==> src/rtl/contador_decrescente.sv <==
// ============================================================================
// Module      : contador_decrescente
// Description : Presettable down counter/timer with terminal-count pulse and
//               optional auto-reload of the last loaded start value.
// Revision    : 1.0 - initial release
// ============================================================================
`default_nettype none

module contador_decrescente #(
    parameter int WIDTH = 3
) (
    input  logic             clk,
    input  logic             reset,
    input  logic             load,
    input  logic [WIDTH-1:0] load_val,
    input  logic             enable,
    input  logic             auto_reload,
    output logic [WIDTH-1:0] count,
    output logic             zero,
    output logic             done,
    output logic             busy
);

    localparam logic [0:0]       c_IDLE = 1'b0;
    localparam logic [0:0]       c_RUN  = 1'b1;
    localparam logic [WIDTH-1:0] c_ZERO = '0;
    localparam logic [WIDTH-1:0] c_ONE  = {{(WIDTH-1){1'b0}}, 1'b1};

    logic [0:0]       r_state;
    logic [0:0]       w_next_state;
    logic [WIDTH-1:0] r_count;
    logic [WIDTH-1:0] r_reload;
    logic             r_done;
    logic             r_busy;
    logic [WIDTH-1:0] w_count_next;
    logic             w_done_next;
    logic             w_terminal;

    // Terminal count only exists in RUN; IDLE ignores enable, so count can never underflow.
    assign w_terminal = (r_state == c_RUN) && enable && (r_count == c_ONE);

    always_ff @(posedge clk) begin
        if (reset) begin
            r_state <= c_IDLE;
        end else begin
            r_state <= w_next_state;
        end
    end

    always_comb begin
        w_next_state = r_state;
        if (load) begin
            w_next_state = (load_val != c_ZERO) ? c_RUN : c_IDLE;
        end else if (w_terminal && !auto_reload) begin
            w_next_state = c_IDLE;
        end
    end

    always_comb begin
        w_count_next = r_count;
        w_done_next  = 1'b0;
        if (load) begin
            w_count_next = load_val;
        end else if (w_terminal) begin
            w_done_next  = 1'b1;
            w_count_next = auto_reload ? r_reload : c_ZERO;
        end else if ((r_state == c_RUN) && enable) begin
            w_count_next = r_count - c_ONE;
        end
    end

    always_ff @(posedge clk) begin
        if (reset) begin
            r_count  <= c_ZERO;
            r_reload <= c_ZERO;
            r_done   <= 1'b0;
            r_busy   <= 1'b0;
        end else begin
            r_count <= w_count_next;
            r_done  <= w_done_next;
            r_busy  <= (w_next_state == c_RUN);
            if (load) begin
                r_reload <= load_val;
            end
        end
    end

    assign count = r_count;
    assign zero  = (r_count == c_ZERO);
    assign done  = r_done;
    assign busy  = r_busy;

endmodule

`default_nettype wire

==> config.mk <==
export PLATFORM = sky130hd
export DESIGN_NAME = contador_decrescente
export DESIGN_NICKNAME = d
export VERILOG_FILES = /design/src/rtl/contador_decrescente.sv
export SDC_FILE = /design/constraint.sdc
export NUM_CORES = 1
export LEC_CHECK = 0
export ABC_AREA = 1
export ABC_CLOCK_PERIOD_IN_PS = 1980
export BUFFER_PORTS_ARGS = -buffer_cell sky130_fd_sc_hd__buf_4
export CAP_MARGIN = 20
export CORE_AREA = 2 2 39 41
export DETAILED_ROUTE_END_ITERATION = 8
export DIE_AREA = 0 0 41 43
export HOLD_SLACK_MARGIN = 0.1
export PLACE_DENSITY_LB_ADDON = 0.1
export SLEW_MARGIN = 0
export SYNTH_ARGS = -nofsm -noshare
export SYNTH_HDL_FRONTEND = slang
export SYNTH_SLANG_ARGS = --single-unit
export TNS_END_PERCENT = 1
==> constraint.sdc <==
create_clock -name clk -period 1.98 [get_ports clk]
set_input_delay 0.495 -clock clk [delete_from_list [all_inputs] [get_ports clk]]
set_output_delay 0.495 -clock clk [all_outputs]
set_load 0.05 [all_outputs]
======== Word level (Yosys, flattened, before mapping) ========
Cells that the tools add are included.
cells by class
  add/subtract/negate cells ............... 1
  multipliers ............................. 0
  divide/modulo/power cells ............... 0
  magnitude comparators ................... 0
  equal/unequal tests ..................... 1
  shift operators ......................... 0
  muxes and demuxes ....................... 8
  bitwise gates (word level) .............. 0
  reductions and logical operators ........ 9
operator list
  kind                                                                    number
  3-bit two-way mux                                                       4
  3-bit nonzero test                                                      2
  1-bit two-way mux                                                       4
  3-bit by 1-bit equality test with 1-bit output (second input constant)  1
  1-bit logical AND                                                       3
  3-bit zero test                                                         1
  3-bit by 1-bit subtractor with 3-bit output (second input constant)     1
  2-bit nonzero test                                                      1
  2-bit OR reduction                                                      1
  1-bit zero test                                                         1
word-level totals
  bits in registers ....................... 8
  bits in latches ......................... 0
  memory bits (writable) .................. 0
  ROM bits ................................ 0
  input bits .............................. 8
  output and inout bits ................... 6
  word-level logic and storage cells ...... 23
  memories ................................ 0

======== Depth between registers and ports, before layout ========
  word-level depth ........................ 5
  gate-level depth with buffers ........... 8
  depth with buffers taken out ............ 8

======== Least setup slack after synthesis ========
No wires, ideal clock.
  path type ............................... register to output
  from .................................... register r_count[0], in the netlist count[0]
  to ...................................... output zero
  arrival ................................. 1329 ps
  data required time ...................... 1485 ps
  setup slack ............................. 156 ps
  stages on the path, launching flop included .. 4
  path buffers ............................ 0
  cells stage by stage .................... dfxtp_1 > inv_1 > ha_1 > ha_1
between the ends
  cells in the longest elaborated chain, start to end .. 1
ends and longest elaborated chain
  what                    line  text
  from (decl)             31    logic [WIDTH-1:0] r_count;
  from (signal assigned)  74    r_count <= c_ZERO;
  from (signal assigned)  79    r_count <= w_count_next;
  3-bit zero test         89    assign zero = (r_count == c_ZERO);
  to (decl)               19    output logic zero,
Every way passes these cells.

======== Worst setup path after layout ========
Ends and elaborated chain as after synthesis.

==> impl_metrics.ini <==
[route]
routed_via_density = 4.697
ant_nets = 0
wl_um = 948
drc = 0
drtIter0Drc = 6
drt-pass1-iter-count = 4
vias = 418
wire_per_inst_um = 10.65

[grt]
grt_max_degree = 9
grt_pass1_wl_um = 1538
grt_use_total_pct = 13.07
grt_antenna_before_repair = 0
gr-total-overflow = 0
grt_pass1_vias = 391

[clocking]
cts-root-buf = clkbuf_4
clkSinkCount = 8
cts_tree = built
post_cts_resized = 0
cts_buffers = 3
post_cts_buffers = 0
postCtsHoldBufs = 0
insertion_delay_ns = 0.25
clkTransAtPathRegs_ns = 0.06
htree_levels = 1
cts.path.max_buffers = 2

[logic_synthesis]
syn_inst = 58
ys_ff_latch = 8
syn_avg_cell_area_sq_um = 7.335
synth_ff_type = dfxtp_1
synth_cell_type_count = 16
yosysSeqAreaShare_pct = 37.65
yosys.area.top_type = dfxtp_1
syn-cell-area_sq_um = 425.4
synth_edf_count = 0
yosys_warnings = 0
yosysTopAreaCellShare_pct = 37.65
synth.most_common_cell = nand2_1
ys_top_cells_by_count = nand2_1 (13), dfxtp_1 (8), inv_1 (7), a21oi_1 (6), nand3_1 (6)
synth_nets = 69
netlist_top_cells_area = dfxtp_1 (38%), nand2_1 (11%), ha_1 (8.8%)
synthArstFlopShare_pct = 0

[timing]
skew_ns = 0.004691
fmax_ghz = 0.5665
fin_hold_ws_ns = 0.4550
setup_tns_ns = 0
worst_pin_slew_ns = 0.2172
max_slew_margin_pct = 85.46
fin_crit_sh_pct = 89.15
finalSetupViolCount = 0
finalHoldViolations = 0
drv_slew = 0
min_period_ns = 1.765
rsz0062_at_grt = no

[power_and_ir_drop]
power_density_mw_per_mm2 = 734.5
power_mw = 0.4126
vdd_drop_max_v = 0.0002614
p_leak_nw = 0.2500

[floorplan]
core.rowCount = 14
die_h_um = 43
core-area_sq_mm = 0.001384
initial_core_util_pct = 30.74
die_x_um = 41
die-area_sq_mm = 0.001763
io_pins = 14

[worst_setup_path]
worstSetupPathType = reg -> out
cp-end-kind = output pin
arrival_ns = 1.27
path_max_fanout = 4
cp_common_cell = ha_1
cp.required_ns = 1.48
cp_cell_sequence = inv_1 > ha_1 > ha_1 > buf_4
cp_num_buf_inv = 2
cp_top_family = flip-flops
startpoint_type = register
max_stage_delay_ns = 0.38
cpMaxStageDelayCell = dfxtp_1

[placement]
gp_congestion = 0.7404
dp.cells = 86
numPortBuffers = 13
dp_hpwl_um = 739.8

[layout]
n_fill_cell = 151
drive_gt1_share_pct = 32.88
area_growth_pct = 32.06
antenna_cells = 0
nNetsFinal = 86
fin_util_pct = 40.60
finalNonFillerCells = 89

[flow_run]
max-cap-violations = 0

[min_path]
hold_class = in -> reg

[outcome]
status = complete, no violations
## cell type report
cell class,instances,area [sq um],share of cell area (%)
Tap cell,16,20.02,3.563
Multi-Input combinational cell,40,227.7,40.53
Inverter,9,33.78,6.013
Clock buffer,3,22.52,4.009
Sequential cell,8,160.2,28.51
Timing Repair Buffer,13,97.59,17.37
## state kept, by name, summed over array words and instances, names as in the netlist
signal	count
count	3
busy	1
r_reload	3
done	1
## final timing paths
path | start | end | slack, ns | depth (start not counted)
max | count[0]$_SDFFE_PP0P_ | zero | 0.21 | 4
min reg2reg | r_reload[0]$_SDFFE_PP0P_ | r_reload[0]$_SDFFE_PP0P_ | 0.46 | 2
max reg2reg | count[0]$_SDFFE_PP0P_ | count[2]$_SDFFE_PP0P_ | 0.74 | 6
min | load | done$_SDFF_PP0_ | 0.46 | 2
## per-stage QoR
step	instance area [sq um]	setup WS, ns
final	561.8	0.2149
after global routing	561.8	0.1509
after CTS	561.8	0.1963
after detailed placement	539.3	0.4731
after global placement	539.3	0.5294
after floorplan	425.4	0.1559
## power by group
group | switching (mW) | internal (mW) | total [mW]
Sequential | 0.00699 | 0.171 | 0.178
Combinational | 0.0696 | 0.0403 | 0.110
Clock | 0.0556 | 0.0694 | 0.125
## layer usage
metal	global-route usage (%)	wire (um)	vias up
met1	17.10	436	189
met5	0	0	-
met2	17.50	449	9
li1	-	-	218
met3	3.141	48	2
met4	10.00	13	0
## cell families after synthesis
kind of cell / Yosys count / share of synthesized area, %
AOI/OAI and AO/OA: 11 / 14.41
adders and majority gates: 3 / 8.824
buffers and inverters: 10 / 8.824
DFF: 8 / 37.65
and+or+nand+nor: 26 / 30.29
## worst register-to-register path, stage by stage, from the launching register on
cell and delay [ns]:
dfxtp_1 0.38, inv_1 0.08, ha_1 0.20, ha_1 0.27
nand2_1 0.07, nand3_1 0.07, a21oi_1 0.12
## cells in the final DEF, fill, tap and decap left out
master     n
a21oi_1    6
a21oi_2    1
and3_4     1
buf_4     13
clkbuf_4   3
dfxtp_1    8
ha_1       3
inv_1      7
inv_2      2
nand2_1   13
nand2_2    3
nand3_1    6
nor2_1     1
nor2_4     1
nor3_1     1
o21ai_1    3
o21bai_1   1
No activity file was read; power rests on OpenSTA's default activity.
